--- src/rtl/add_array_pkg.sv ---
// Shared constants and arithmetic helpers for the streaming adder actor.
package add_array_pkg;

    localparam bit ADD_WRAP     = 1'b0;
    localparam bit ADD_SAT      = 1'b1;
    localparam bit ADD_UNSIGNED = 1'b0;
    localparam bit ADD_SIGNED   = 1'b1;

    // Operands are zero-extended into this container; width selects the live bits.
    localparam int MAX_W = 32;

    typedef struct packed {
        logic             ovf;
        logic [MAX_W-1:0] sum;
    } add_res_t;

    function automatic int clog2(input int value);
        int r;
        r = 0;
        for (int i = 0; i < 31; i++) begin
            if ((1 << i) < value) r = i + 1;
        end
        return r;
    endfunction

    function automatic add_res_t add_sat(
        input logic [MAX_W-1:0] a,
        input logic [MAX_W-1:0] b,
        input int               width,
        input bit               is_signed,
        input bit               saturate
    );
        logic [MAX_W:0] full_sum;
        logic [MAX_W:0] mask;
        logic           sa;
        logic           sb;
        logic           sr;
        add_res_t       res;
        mask     = (33'd1 << width) - 33'd1;
        full_sum = {1'b0, a} + {1'b0, b};
        sa       = a[width-1];
        sb       = b[width-1];
        sr       = full_sum[width-1];
        res.ovf  = is_signed ? ((sa == sb) && (sr != sa)) : full_sum[width];
        res.sum  = full_sum[MAX_W-1:0] & mask[MAX_W-1:0];
        if (res.ovf && saturate) begin
            if (!is_signed) begin
                res.sum = mask[MAX_W-1:0];
            end else if (sa) begin
                res.sum = 32'd1 << (width - 1);
            end else begin
                res.sum = mask[MAX_W-1:0] >> 1;
            end
        end
        return res;
    endfunction

endpackage

--- src/rtl/add_array_stream_if.sv ---
// Actor port bundle: two producer ports, one consumer port and the overflow counter.
interface add_array_stream_if #(
    parameter int WIDTH = 8
);
    logic [WIDTH-1:0] Input1_DATA;
    logic             Input1_SEND;
    logic [15:0]      Input1_COUNT;
    logic             Input1_ACK;
    logic [WIDTH-1:0] Input2_DATA;
    logic             Input2_SEND;
    logic [15:0]      Input2_COUNT;
    logic             Input2_ACK;
    logic [WIDTH-1:0] Output_DATA;
    logic             Output_SEND;
    logic [15:0]      Output_COUNT;
    logic             Output_RDY;
    logic             Output_ACK;
    logic [15:0]      Overflow_COUNT;

    modport slave (
        input  Input1_DATA, Input1_SEND, Input1_COUNT,
        input  Input2_DATA, Input2_SEND, Input2_COUNT,
        input  Output_RDY, Output_ACK,
        output Input1_ACK, Input2_ACK,
        output Output_DATA, Output_SEND, Output_COUNT, Overflow_COUNT
    );

    modport master (
        output Input1_DATA, Input1_SEND, Input1_COUNT,
        output Input2_DATA, Input2_SEND, Input2_COUNT,
        output Output_RDY, Output_ACK,
        input  Input1_ACK, Input2_ACK,
        input  Output_DATA, Output_SEND, Output_COUNT, Overflow_COUNT
    );
endinterface

--- src/rtl/add_array_fifo.sv ---
// Synchronous result FIFO; storage is not reset, only pointers and occupancy.
module add_array_fifo
    import add_array_pkg::*;
#(
    parameter int WIDTH = 8,
    parameter int DEPTH = 4
) (
    input  logic                  CLK,
    input  logic                  RESET,
    input  logic                  push,
    input  logic                  pop,
    input  logic [WIDTH-1:0]      din,
    output logic [WIDTH-1:0]      dout,
    output logic                  full,
    output logic                  empty,
    output logic [clog2(DEPTH):0] count
);
    localparam int AW = clog2(DEPTH);
    localparam logic [AW:0]   DEPTH_C = DEPTH[AW:0];
    localparam logic [AW:0]   CNT_ONE = 1;
    localparam logic [AW-1:0] PTR_ONE = 1;

    logic [WIDTH-1:0] mem_q [DEPTH];
    logic [AW-1:0]    wr_ptr_q, wr_ptr_d;
    logic [AW-1:0]    rd_ptr_q, rd_ptr_d;
    logic [AW:0]      count_q, count_d;
    logic             do_push;
    logic             do_pop;

    assign full    = (count_q == DEPTH_C);
    assign empty   = (count_q == '0);
    assign do_push = push & ~full;
    assign do_pop  = pop & ~empty;

    always_comb begin
        wr_ptr_d = wr_ptr_q;
        rd_ptr_d = rd_ptr_q;
        count_d  = count_q;
        if (do_push) wr_ptr_d = wr_ptr_q + PTR_ONE;
        if (do_pop)  rd_ptr_d = rd_ptr_q + PTR_ONE;
        case ({do_push, do_pop})
            2'b10:   count_d = count_q + CNT_ONE;
            2'b01:   count_d = count_q - CNT_ONE;
            default: count_d = count_q;
        endcase
    end

    always_ff @(posedge CLK or negedge RESET) begin
        if (!RESET) begin
            wr_ptr_q <= '0;
            rd_ptr_q <= '0;
            count_q  <= '0;
        end else begin
            wr_ptr_q <= wr_ptr_d;
            rd_ptr_q <= rd_ptr_d;
            count_q  <= count_d;
        end
    end

    always_ff @(posedge CLK) begin
        if (do_push) mem_q[wr_ptr_q] <= din;
    end

    assign dout  = mem_q[rd_ptr_q];
    assign count = count_q;

endmodule

--- src/rtl/add_array_stream.sv ---
// Two-input streaming adder actor: fires when both producers offer a token and
// the result FIFO has room; the consumer drains the FIFO independently.
module add_array_stream
    import add_array_pkg::*;
#(
    parameter int WIDTH    = 8,
    parameter int DEPTH    = 4,
    parameter bit SIGNED   = ADD_UNSIGNED,
    parameter bit SATURATE = ADD_WRAP
) (
    input  logic               CLK,
    input  logic               RESET,
    add_array_stream_if.slave  bus
);
    localparam int AW = clog2(DEPTH);

    logic             fire;
    logic             full;
    logic             empty;
    logic             pop;
    logic             out_send;
    logic [AW:0]      count;
    logic [WIDTH-1:0] head;
    add_res_t         res;
    logic [15:0]      ovf_cnt_q, ovf_cnt_d;
    logic             unused_bits;

    // RESET gates fire so no ACK escapes while reset is held.
    assign fire = bus.Input1_SEND & bus.Input2_SEND & ~full & RESET;
    assign res  = add_sat(MAX_W'(bus.Input1_DATA), MAX_W'(bus.Input2_DATA),
                          WIDTH, SIGNED, SATURATE);

    always_comb begin
        ovf_cnt_d = ovf_cnt_q;
        if (fire && res.ovf && (ovf_cnt_q != 16'hFFFF)) begin
            ovf_cnt_d = ovf_cnt_q + 16'd1;
        end
    end

    always_ff @(posedge CLK or negedge RESET) begin
        if (!RESET) begin
            ovf_cnt_q <= '0;
        end else begin
            ovf_cnt_q <= ovf_cnt_d;
        end
    end

    add_array_fifo #(
        .WIDTH (WIDTH),
        .DEPTH (DEPTH)
    ) u_fifo (
        .CLK   (CLK),
        .RESET (RESET),
        .push  (fire),
        .pop   (pop),
        .din   (res.sum[WIDTH-1:0]),
        .dout  (head),
        .full  (full),
        .empty (empty),
        .count (count)
    );

    assign out_send = ~empty & bus.Output_RDY;
    assign pop      = out_send & bus.Output_ACK;

    assign bus.Input1_ACK     = fire;
    assign bus.Input2_ACK     = fire;
    assign bus.Output_SEND    = out_send;
    assign bus.Output_DATA    = empty ? '0 : head;
    assign bus.Output_COUNT   = 16'(count);
    assign bus.Overflow_COUNT = ovf_cnt_q;

    assign unused_bits = ^{bus.Input1_COUNT, bus.Input2_COUNT, res.sum};

endmodule

--- src/flat_wrapper.sv ---
// flat-port wrapper written by rule: the top's interface ports become plain ports
module add_array_stream_flat import add_array_pkg::*;
#(
    parameter int WIDTH    = 8,
    parameter int DEPTH    = 4,
    parameter bit SIGNED   = ADD_UNSIGNED,
    parameter bit SATURATE = ADD_WRAP
)
  (CLK, RESET, bus_Input1_DATA, bus_Input1_SEND, bus_Input1_COUNT, bus_Input2_DATA, bus_Input2_SEND, bus_Input2_COUNT, bus_Output_RDY, bus_Output_ACK, bus_Input1_ACK, bus_Input2_ACK, bus_Output_DATA, bus_Output_SEND, bus_Output_COUNT, bus_Overflow_COUNT);
  add_array_stream_if #(.WIDTH(WIDTH)) bus_i ();
  input  logic CLK;
  input  logic RESET;
  input wire logic [$bits(bus_i.Input1_DATA)-1:0] bus_Input1_DATA;
  input wire logic [$bits(bus_i.Input1_SEND)-1:0] bus_Input1_SEND;
  input wire logic [$bits(bus_i.Input1_COUNT)-1:0] bus_Input1_COUNT;
  input wire logic [$bits(bus_i.Input2_DATA)-1:0] bus_Input2_DATA;
  input wire logic [$bits(bus_i.Input2_SEND)-1:0] bus_Input2_SEND;
  input wire logic [$bits(bus_i.Input2_COUNT)-1:0] bus_Input2_COUNT;
  input wire logic [$bits(bus_i.Output_RDY)-1:0] bus_Output_RDY;
  input wire logic [$bits(bus_i.Output_ACK)-1:0] bus_Output_ACK;
  output wire logic [$bits(bus_i.Input1_ACK)-1:0] bus_Input1_ACK;
  output wire logic [$bits(bus_i.Input2_ACK)-1:0] bus_Input2_ACK;
  output wire logic [$bits(bus_i.Output_DATA)-1:0] bus_Output_DATA;
  output wire logic [$bits(bus_i.Output_SEND)-1:0] bus_Output_SEND;
  output wire logic [$bits(bus_i.Output_COUNT)-1:0] bus_Output_COUNT;
  output wire logic [$bits(bus_i.Overflow_COUNT)-1:0] bus_Overflow_COUNT;
  assign bus_i.Input1_DATA = bus_Input1_DATA;
  assign bus_i.Input1_SEND = bus_Input1_SEND;
  assign bus_i.Input1_COUNT = bus_Input1_COUNT;
  assign bus_i.Input2_DATA = bus_Input2_DATA;
  assign bus_i.Input2_SEND = bus_Input2_SEND;
  assign bus_i.Input2_COUNT = bus_Input2_COUNT;
  assign bus_i.Output_RDY = bus_Output_RDY;
  assign bus_i.Output_ACK = bus_Output_ACK;
  assign bus_Input1_ACK = bus_i.Input1_ACK;
  assign bus_Input2_ACK = bus_i.Input2_ACK;
  assign bus_Output_DATA = bus_i.Output_DATA;
  assign bus_Output_SEND = bus_i.Output_SEND;
  assign bus_Output_COUNT = bus_i.Output_COUNT;
  assign bus_Overflow_COUNT = bus_i.Overflow_COUNT;
  add_array_stream #(.WIDTH(WIDTH), .DEPTH(DEPTH), .SIGNED(SIGNED), .SATURATE(SATURATE)) u_core (.CLK(CLK), .RESET(RESET), .bus(bus_i));
endmodule
--- config.mk ---
export PLATFORM = sky130hd
export DESIGN_NAME = add_array_stream_flat
export DESIGN_NICKNAME = d
export VERILOG_FILES = /design/src/rtl/add_array_pkg.sv /design/src/rtl/add_array_stream_if.sv /design/src/rtl/add_array_fifo.sv /design/src/rtl/add_array_stream.sv /design/src/flat_wrapper.sv
export SDC_FILE = /design/constraint.sdc
export NUM_CORES = 1
export LEC_CHECK = 0
export ABC_CLOCK_PERIOD_IN_PS = 6200
export CAP_MARGIN = 15
export CORE_UTILIZATION = 40
export CTS_CLUSTER_SIZE = 8
export DETAILED_ROUTE_END_ITERATION = 12
export GPL_ROUTABILITY_DRIVEN = 0
export PLACE_DENSITY = 0.72
export SETUP_SLACK_MARGIN = 0.5
export SYNTH_ARGS = -nofsm -noshare
export SYNTH_HDL_FRONTEND = slang
export SYNTH_HIERARCHICAL = 1
export SYNTH_SLANG_ARGS = --single-unit
export TNS_END_PERCENT = 10
--- constraint.sdc ---
create_clock -name CLK -period 6.2 [get_ports CLK]
set_clock_uncertainty 0.15 [all_clocks]
set_input_delay 1.24 -clock CLK [delete_from_list [all_inputs] [get_ports CLK]]
set_output_delay 1.24 -clock CLK [all_outputs]
set_load 0.005 [all_outputs]
Yosys cells after proc, flatten, opt, wreduce, memory -nomap -nowiden

Memory sizes are Yosys's and may differ from the RTL's.
Cells that the tools add are included.

Memories kept: 1
Register bits: 23
Output and inout bits: 43
Logic and storage cells: 32
Memory bits (writable): 32
Bits of input ports: 54

Memory list:

| name                | depth | width | read ports | clocked after memory_dff | wr ports | line                 | RTL |
|---|---|---|---|---|---|---|---|
| u_core.u_fifo.mem_q | 4     | 8     | 1          | 0                        | 1        | add_array_fifo.sv:23 | `logic [WIDTH-1:0] mem_q [DEPTH];` |

Bitwise operators: 9
Reductions and logical operators: 4
Add/subtract/negate cells: 6
Eq/ne operators: 4
Multiplexer cells: 4

Operators with widths:

| cell                                                                  | number |
|---|---|
| 16-bit by 1-bit adder with 16-bit output, second input constant       | 1 |
| 16-bit != test, second input constant                                 | 1 |
| 8-bit by 8-bit adder with 9-bit output                                | 1 |
| 8-bit 2-to-1 mux                                                      | 1 |
| 1-bit AND                                                             | 7 |
| 3-bit case mux with 2 select lines                                    | 1 |
| 2-bit by 1-bit adder with 2-bit output, second input constant         | 2 |
| 3-bit by 1-bit adder with 3-bit output, second input constant         | 1 |
| 3-bit equality test, second input constant                            | 1 |
| 3-bit logical NOT                                                     | 1 |
| 3-bit by 1-bit subtractor with 3-bit output, second input constant    | 1 |
| 2-bit by 1-bit equality test with 1-bit output, second input constant | 1 |
| 2-bit equality test, second input constant                            | 1 |
| 1-bit logical AND                                                     | 2 |
| 1-bit 2-to-1 mux                                                      | 2 |
| 1-bit inverter                                                        | 2 |
| 2-bit nonzero test                                                    | 1 |

Depth between registers and ports, before layout

Gate-level depths: netlist of run 1.

Depth after elaboration: 7
Depth in mapped cells: 10
Depth with buffers taken out: 10

By module

Netlist of run 1, hierarchy kept.

By module, submodules not included:

| module           | area each (um2) | instances | seq. area each (um2) | cells an instance |
|---|---|---|---|---|
| add_array_fifo   | 1,592.8         | 1         | 1,136.1              | 79 |
| add_array_stream | 1,290.0         | 1         | 400.4                | 134 |

Worst setup path before layout of run 1

No wires, ideal clock.

Path kind: input port to flip-flop
Start: input bus_Input1_DATA[0]
End: register u_core.ovf_cnt_q[11] (netlist: u_core/bus.Overflow_COUNT[11])
Path slack: 3.055 ns
Setup time: 0.127 ns
Data required time: 5.923 ns
Stages: 7
Arrival: 2.869 ns
Buffers on the path: 0
Cell sequence: ha_1 -> fa_1 -> a211oi_1 -> nor4b_2 -> o2111ai_1 -> nor2_1 -> xor2_1

Cells in the longest elaborated chain, start to end: 3

RTL lines:

| element                                | line                   | RTL |
|---|---|---|
| from (decl)                            | flat_wrapper.sv:13     | `input wire logic [$bits(bus_i.Input1_DATA)-1:0] bus_Input1_DATA;` |
| 8-bit by 8-bit adder with 9-bit output | add_array_pkg.sv:40    | `full_sum = {1'b0, a} + {1'b0, b};` |
| 1-bit logical AND (2 in a row)         | add_array_stream.sv:35 | `if (fire && res.ovf && (ovf_cnt_q != 16'hFFFF)) begin` |
| to (signal assigned)                   | add_array_stream.sv:44 | `ovf_cnt_q <= ovf_cnt_d;` |
| to (decl)                              | add_array_stream.sv:25 | `logic [15:0] ovf_cnt_q, ovf_cnt_d;` |

Every way passes these cells.
A chain may end at the register's enable or synchronous reset.

Final worst setup path of run 1

Start: input RESET
End: output bus_Input1_ACK

Cells in the longest elaborated chain, start to end: 1

RTL lines:

| element     | line                   | RTL |
|---|---|---|
| from (decl) | flat_wrapper.sv:12     | `input logic RESET;` |
| 1-bit AND   | add_array_stream.sv:29 | `assign fire = bus.Input1_SEND & bus.Input2_SEND & ~full & RESET;` |
| to (decl)   | flat_wrapper.sv:21     | `output wire logic [$bits(bus_i.Input1_ACK)-1:0] bus_Input1_ACK;` |

Every way passes these cells.

==> results of run 1 <==
==> routing by layer <==
layer / vias to the layer above / wire, um
li1: 846 / -
met4: 0 / 70
met3: 6 / 172
met1: 853 / 2110
met2: 39 / 2470
met5: - / 0
==> stage by stage <==
| stage | worst slack, ps | cell area, sq um | hold WS (ps) |
|---|---|---|---|
| finish | 1870 | 3530 | 340 |
| global route | 1750 | 3530 | 379 |
| CTS | 1830 | 3530 | 344 |
| detailed placement | 1850 | 3430 | 331 |
| global placement | 1840 | 3430 | 331 |
| floorplan | 3050 | 2930 | 328 |
==> registers in the layout (all words and copies together) (netlist names) <==
name and flops:
u_core/u_fifo/mem_q 32, u_core/u_fifo/rd_ptr_q 2, u_core/u_fifo/count 3, u_core/u_fifo/wr_ptr_q 2
u_core/bus.Overflow_COUNT 16
==> final cells by class <==
cell class / count / area (sq um) / share of cell area
flip-flops and latches: 55 / 1540 / 0.435
multi-input cells: 145 / 1230 / 0.349
clock inverters: 3 / 25.0 / 0.00708
inverters: 7 / 26.3 / 0.00744
clock buffers: 5 / 68.8 / 0.0195
well taps: 96 / 120 / 0.0340
repair buffers: 53 / 523 / 0.148
==> cells by family after synthesis <==
kind of cell	synth area share
other	0.00130
muxes	0.0764
AOI/OAI and AO/OA	0.0443
DFF	0.533
xor gates and xnor gates	0.0820
and+or+nand+nor	0.133
adders and majority gates	0.0747
buffers and inverters	0.0551
==> layout by cell type, fill, tap and decap left out, types with 2 or more instances in the layout <==
cell type        netlist  final
nor3_2                 2      2
xnor2_1                9      9
nand3_1                5      5
nor2_1                 5      5
nand4_1                3      3
clkbuf_8               0      5
and4_1                 2      2
clkinv_4               0      2
ha_1                  14     14
nand2_1               10     10
inv_1                  7      7
xor2_1                18     18
a21o_1                 2      2
clkdlybuf4s50_1        0     51
nor3_1                10     10
dfrtp_1               23     23
o21bai_1               2      2
mux4_2                 8      8
and3_1                 2      2
nor2b_1                9      9
o21ai_2                2      2
fa_1                   2      2
o21ai_0                2      2
a21oi_1                7      7
and2_2                 4      4
edfxtp_1              32     32
conb_1                 1     13
mux2_4                 2      2
==> power by group through the flow <==
stage                     combinational, mW  sequential [mW]  clock [mW]
after global placement                0.376            0.526           0
after global routing                  0.425            0.530       0.219
final                                 0.385            0.518       0.200
after CTS                             0.389            0.520       0.205
after floorplan                       0.249            0.492           0
after detailed placement              0.387            0.527           0
==> path summary, 6_finish.rpt <==
check | start | end | slack [ps] | cells after the start
worst max-delay path | RESET | bus_Input1_ACK | 1870 | 4
worst min-delay path | u_core/bus.Overflow_COUNT[11] | u_core/bus.Overflow_COUNT[11] | 340 | 1
worst max register to register | u_core/u_fifo/count[0] | u_core/u_fifo/count[2] | 3510 | 11
worst min register to register | u_core/bus.Overflow_COUNT[11] | u_core/bus.Overflow_COUNT[11] | 340 | 1
max in group asynchronous | RESET | u_core/u_fifo/wr_ptr_q[0] | 4520 | 2
min in group asynchronous | RESET | u_core/u_fifo/rd_ptr_q[1] | 1140 | 2
==> critical path, stage by stage <==
cell and delay, ps:
clkdlybuf4s50_1 460, buf_4 300, and4b_1 390, clkdlybuf4s50_1 550
==> metrics.txt, run 1 <==
Final setup viols 0; commonest cells in the netlist edfxtp_1 (32), dfrtp_1 (23), xor2_1 (18); NumNets Final approximately 340; Tmin final 4330 ps; First-pass DRT Iterations 4; Worst slew margin 0.608; Core Util, Final 0.514; largest net degree at the start of global routing 25; number of synthesized flops with an enable pin 32; share of cells above drive strength 1 0.131; Setup CP Type input pin to primary output; Gate power share 0.349; gr ovfl total 0; LEAKAGE 1.40 nW; status complete, no violations; leading post-synthesis cells by cell area edfxtp_1 (33%), dfrtp_1 (20%), mux4_2 (6.3%), ha_1 (6.1%), xor2_1 (5.5%); gr usage total 0.137; Synth Area per Inst 13.5 sq um; async set or reset register ratio after synthesis 0.418; Clk network pwr share 0.181; Yosys reg bits 55; initial core utilization 0.420; Post-CTS Setup Inserts 0; initial antenna violation count 0; Seq pwr share 0.470; Detailed Route WL 4.82 mm; Arr. time, crit path about 2900 ps; DP Wirelength 3.50 mm; drt wl/cell 13.3 um; H-tree levels 2; CTS root buffer clkbuf_8; internal power 0.772 mW; Final Hold Vio Count 0; worst-margin pin slew 589 ps; Core Footprint between 6000 and 7000 sq um; post-CTS sizing 0; ant diodes 0; non-filler cells, final 364; GRT busiest layer met2; Fillers 609; routed vias/inst 4.79; CTS clk-pin slew, worst paths 100 ps; Max clock buf depth 2; Slew Limit Fails 0; grt met2 use 0.241; Rows 30; class of the worst hold path register to register; io pins 97; Vias approximately 1700; top-count cell post-synth edfxtp_1; DRT antenna net count 0; register area share after synthesis 0.533; total power 1.10 mW; Highest Clock Rate between 200 and 250 MHz; vias in the first global route 1677; CTS tree yes; Final Cycle Share 0.698; Sinks on Clock Net 55; overall die height between 80 and 90 um; area share of the largest cell type after synthesis 0.333; Remaining DRCs 0; PortBufs 51; Area growth syn-to-layout 22.5%; Mapped Area 2880 sq um; Switch Pwr around 0.33 mW; Final TNS setup 0 ps; yosys synthesis warning count 6; worst skew pair latency 310 ps; placed cells 355; met3 usage 0.0199; RSZ-0062 raised after global routing false; Synth area leader edfxtp_1; CP endpoint kind primary output; total CTS buffers 5; # hold bufs at CTS 0; first-pass GRT wire length 7.87 mm; Worst Setup Start Kind input pin; Die ar. 7550 sq um; largest fanout on the critical path 24; die width 86.9 um; Cells after Synth 213; top_reg_cell synth edfxtp_1; Peak VDD IR 153 uV; switching part of the total power 0.300; power density over cell area 312 nW/um^2; maxcap violations 0; WP data required between 4000 and 5000 ps; count of cell types in the netlist 41; Initial DRC Count just under 70; routing usage on met1 0.171
No activity file was read; power rests on OpenSTA's default activity.
==> run 2: changes to the inputs <==
- ABC_CLOCK_PERIOD_IN_PS: 6200 -> 4100
- clock period: 6.2 -> 4.1 ns (I/O delays scaled with it)
==> metrics.txt, run 2 (synthesis gave the netlist of run 1 again) <==
Storage cell area 1540 sq um; placed cells roughly 360; initial core utilization 0.420; Vias 1771; Worst slew margin 0.613; Sinks on Clock Net 55; Final Hold Vio Count 0; Die ar. about 7600 sq um; Slew Limit Fails 0; post-CTS sizing 0; Area growth syn-to-layout 22.9%; LEAKAGE 1.41 nW; routed vias/inst 4.85; ant diodes 0; most frequent cells in the layout clkdlybuf4s50_1 (51), edfxtp_1 (32), dfrtp_1 (23); Remaining DRCs 0; CTS tree yes; Worst Setup Start Kind register; CTS root buffer clkbuf_8; gr usage total 0.135; largest fanout on the critical path 10; gr ovfl total 0; Detailed Route WL 4.83 mm; Rows 30; Initial DRC Count 62; io pins 97; Final TNS setup 0 ps; Final Cycle Share 0.770; Final setup viols 0; vias in the first global route 1711; PortBufs 51; CTS clk-pin slew, worst paths ~90 ps; Fillers 603; max reg flops 32; Tmin final 3160 ps; RSZ-0062 raised after global routing false; status complete, no violations; first-pass GRT wire length 7.71 mm; Core Footprint 6870 sq um; worst skew pair latency 310 ps; Max clock buf depth 2; share of cells above drive strength 1 0.134; First-pass DRT Iterations 4; commonest non-fill, non-tap cell in the layout clkdlybuf4s50_1; NumNets Final 338; class of the worst hold path register to register; initial antenna violation count 0; Peak VDD IR a little under 300 uV; drt wl/cell 13.2 um; maxcap violations 0; area of the multi-input gates 1230 sq um; Highest Clock Rate between 300 and 400 MHz; die width 86.9 um; Setup CP Type register to primary output; largest net degree at the start of global routing 24; Arr. time, crit path ~2200 ps; DP Wirelength 3.57 mm; DRT antenna net count 0; H-tree levels 2; WP data required 3130 ps; total CTS buffers 5; Post-CTS Setup Inserts 0; non-filler cells, final approximately 370; overall die height 86.9 um; CP endpoint kind primary output; Reg with most FFs u_core/u_fifo/mem_q; power density over cell area 471 nW/um^2; # hold bufs at CTS 0; worst-margin pin slew 581 ps
[run 2: metal layers]
layer / share of wire / GRT usage
met1: 0.44 / 0.168
met2: 0.51 / 0.236
met3: 0.041 / 0.0209
met4: 0.014 / 0.0500
met5: 0 / 0
[run 2: final timing paths]
check,from,end,slack (ps),cells past startpoint
min in group asynchronous,RESET,u_core/bus.Overflow_COUNT[7],740,2
max reg2reg,u_core/u_fifo/count[0],u_core/u_fifo/count[2],1550,10
min reg2reg,u_core/bus.Overflow_COUNT[11],u_core/bus.Overflow_COUNT[11],350,1
max in group asynchronous,RESET,u_core/bus.Overflow_COUNT[2],2830,2
max,u_core/u_fifo/rd_ptr_q[0],bus_Output_DATA[6],940,3
min,u_core/bus.Overflow_COUNT[11],u_core/bus.Overflow_COUNT[11],350,1
[run 2: critical path: stages, from the launching register on]
cell             delay (ps)
dfrtp_1                 720
mux4_2                  590
nor2b_1                 140
clkdlybuf4s50_1         430
[run 2: area by class of cell]
cell class / count / area share
sequential: 55 / 0.434
multi-input combinational: 145 / 0.348
timing repair buffer: 54 / 0.150
tap: 96 / 0.0339
clock buffer: 5 / 0.0194
inverter: 7 / 0.00742
clock inverter: 3 / 0.00706
[run 2: per-stage QoR]
step	instance area, sq um	setup WS [ps]	util	hold slack (ps)	power [mW]
floorplan	2930	1370	-	328	1.12
global placement	3450	641	0.502	330	1.37
detailed placement	3450	627	0.502	336	1.39
CTS	3540	893	0.516	352	1.69
global route	3540	793	0.516	377	1.78
finish	3540	943	0.516	348	1.67
[run 2: power breakdown]
| group | switching (mW) | total (mW) | internal, mW |
|---|---|---|---|
| combinational | 0.211 | 0.586 | 0.375 |
| sequential | 0.110 | 0.784 | 0.674 |
| clock | 0.177 | 0.299 | 0.122 |
| total | 0.499 | 1.67 | 1.17 |
==> run 3: changes to the inputs <==
- ABC_CLOCK_PERIOD_IN_PS: 4100 -> 2600
- PLACE_DENSITY: 0.72 -> 0.74
- clock period: 4.1 -> 2.6 ns (I/O delays scaled with it)
==> metrics.txt, run 3 (synthesis gave the netlist of run 1 again) <==
Fillers roughly 540; CP peak stage delay 510 ps; RSZ-0062 raised after global routing true; NumNets Final 369; initial core utilization 0.420; first-pass GRT wire length 8.58 mm; routing usage on met1 0.192; power density over cell area ~710 nW/um^2; Tmin final 2340 ps; Final setup viols 0; Detailed Route WL 5.37 mm; DRT antenna net count 0; class of the worst hold path register to register; die width 86.9 um; Reg-to-Reg Start u_core/u_fifo/count[1]; Peak VDD IR between 200 and 300 uV; Setup CP Type register to primary output; Core Util, Final 0.579; GRT busiest layer met2; drt wl/cell 13.6 um; LEAKAGE 1.63 nW; H-tree levels 2; io pins 97; Final Hold Vio Count 0; gr usage total 0.150; DP Wirelength 3.70 mm; grt met2 use 0.260; Sinks on Clock Net 55; Area growth syn-to-layout 37.9%; worst skew pair latency 300 ps; Critical Path, Cell by Cell buf_6, buf_12, mux4_2, nor2b_1, buf_2; PnR worst setup slack 261 ps; Initial DRC Count 58; Reg with most FFs u_core/u_fifo/mem_q; Highest Clock Rate 428 MHz; status complete, no violations; Core Footprint 6870 sq um; Slew Limit Fails 0; ant diodes 0; CP top delay family multiplexers; Rows 30; Arr. time, crit path 1670 ps; CP startpoint u_core/u_fifo/rd_ptr_q[0]; Remaining DRCs 0; slowest CP cell mux4_2; total power 2.83 mW; Vias 1900; met3 usage 0.0284; Hold Crit Start u_core/bus.Overflow_COUNT[15]; First-pass DRT Iterations 4; Worst Setup Start Kind register; Critical path buffers and inverters 3; Max clock buf depth 2; overall die height 86.9 um; WP data required 1930 ps; PortBufs 51; gr ovfl total 0; # hold bufs at CTS 0; commonest non-fill, non-tap cell in the layout edfxtp_1; Final TNS setup 0 ps; largest fanout on the critical path 5; total CTS buffers 5; Hold WS ~350 ps; CTS clk-pin slew, worst paths 90 ps; routed vias/inst 4.80; CP endpoint kind primary output; CTS root buffer clkbuf_8; largest net degree at the start of global routing 24; Die ar. approximately 7600 sq um; maxcap violations 0; CTS tree yes; Final Cycle Share 0.900; vias in the first global route ~1800; initial antenna violation count 0; most frequent cells in the layout edfxtp_1 (32), buf_4 (28), clkdlybuf4s50_1 (25); max reg flops 32; placement-stage worst setup slack -307 ps; share of cells above drive strength 1 0.340
run 3: metrics by stage:
stage | std cells | instance area, sq um
after floorplan | 225 | 2950
after global placement | 377 | 3640
after detailed placement | 377 | 3640
after CTS | 396 | 3980
after global routing | 396 | 3980
final | 396 | 3980
run 3: routing by layer:
layer  wire (um)  part of all wire
met1        2390              0.44
met3         208             0.039
met2        2750              0.51
met4          31            0.0058
met5           0                 0
run 3: final cells by class:
cell class                 instances  area, sq um  share of cell area
multi-input combinational        145         1430               0.361
timing repair buffer              85          762               0.192
clock buffer                       6         82.6              0.0208
tap                               96          120              0.0302
clock inverter                     2         11.3             0.00283
inverter                           7         26.3             0.00661
sequential                        55         1540               0.387
run 3: path summary, 6_finish.rpt:
| check | end | slack, ps | depth (start not counted) |
|---|---|---|---|
| worst max register to register | u_core/u_fifo/count[2] | 340 | 10 |
| worst min-delay path | u_core/bus.Overflow_COUNT[15] | 350 | 1 |
| max in group asynchronous | u_core/u_fifo/count[1] | 1610 | 2 |
| worst max-delay path | bus_Output_DATA[5] | 260 | 5 |
| min in group asynchronous | u_core/u_fifo/count[2] | 450 | 2 |
| worst min register to register | u_core/bus.Overflow_COUNT[15] | 350 | 1 |
run 3: timing repair:
action                                  CTS  global route
resized for setup                        91             0
pin swaps                                17             1
setup buffers                            10             0
endpoints found under the setup margin   45            36
cloned                                    1             0
run 3: where the power goes:
group	switching, mW	total [mW]	internal (mW)
Combinational	0.456	1.17	0.718
Clock	0.257	0.470	0.213
Sequential	0.124	1.19	1.07
Total	0.836	2.83	2.00
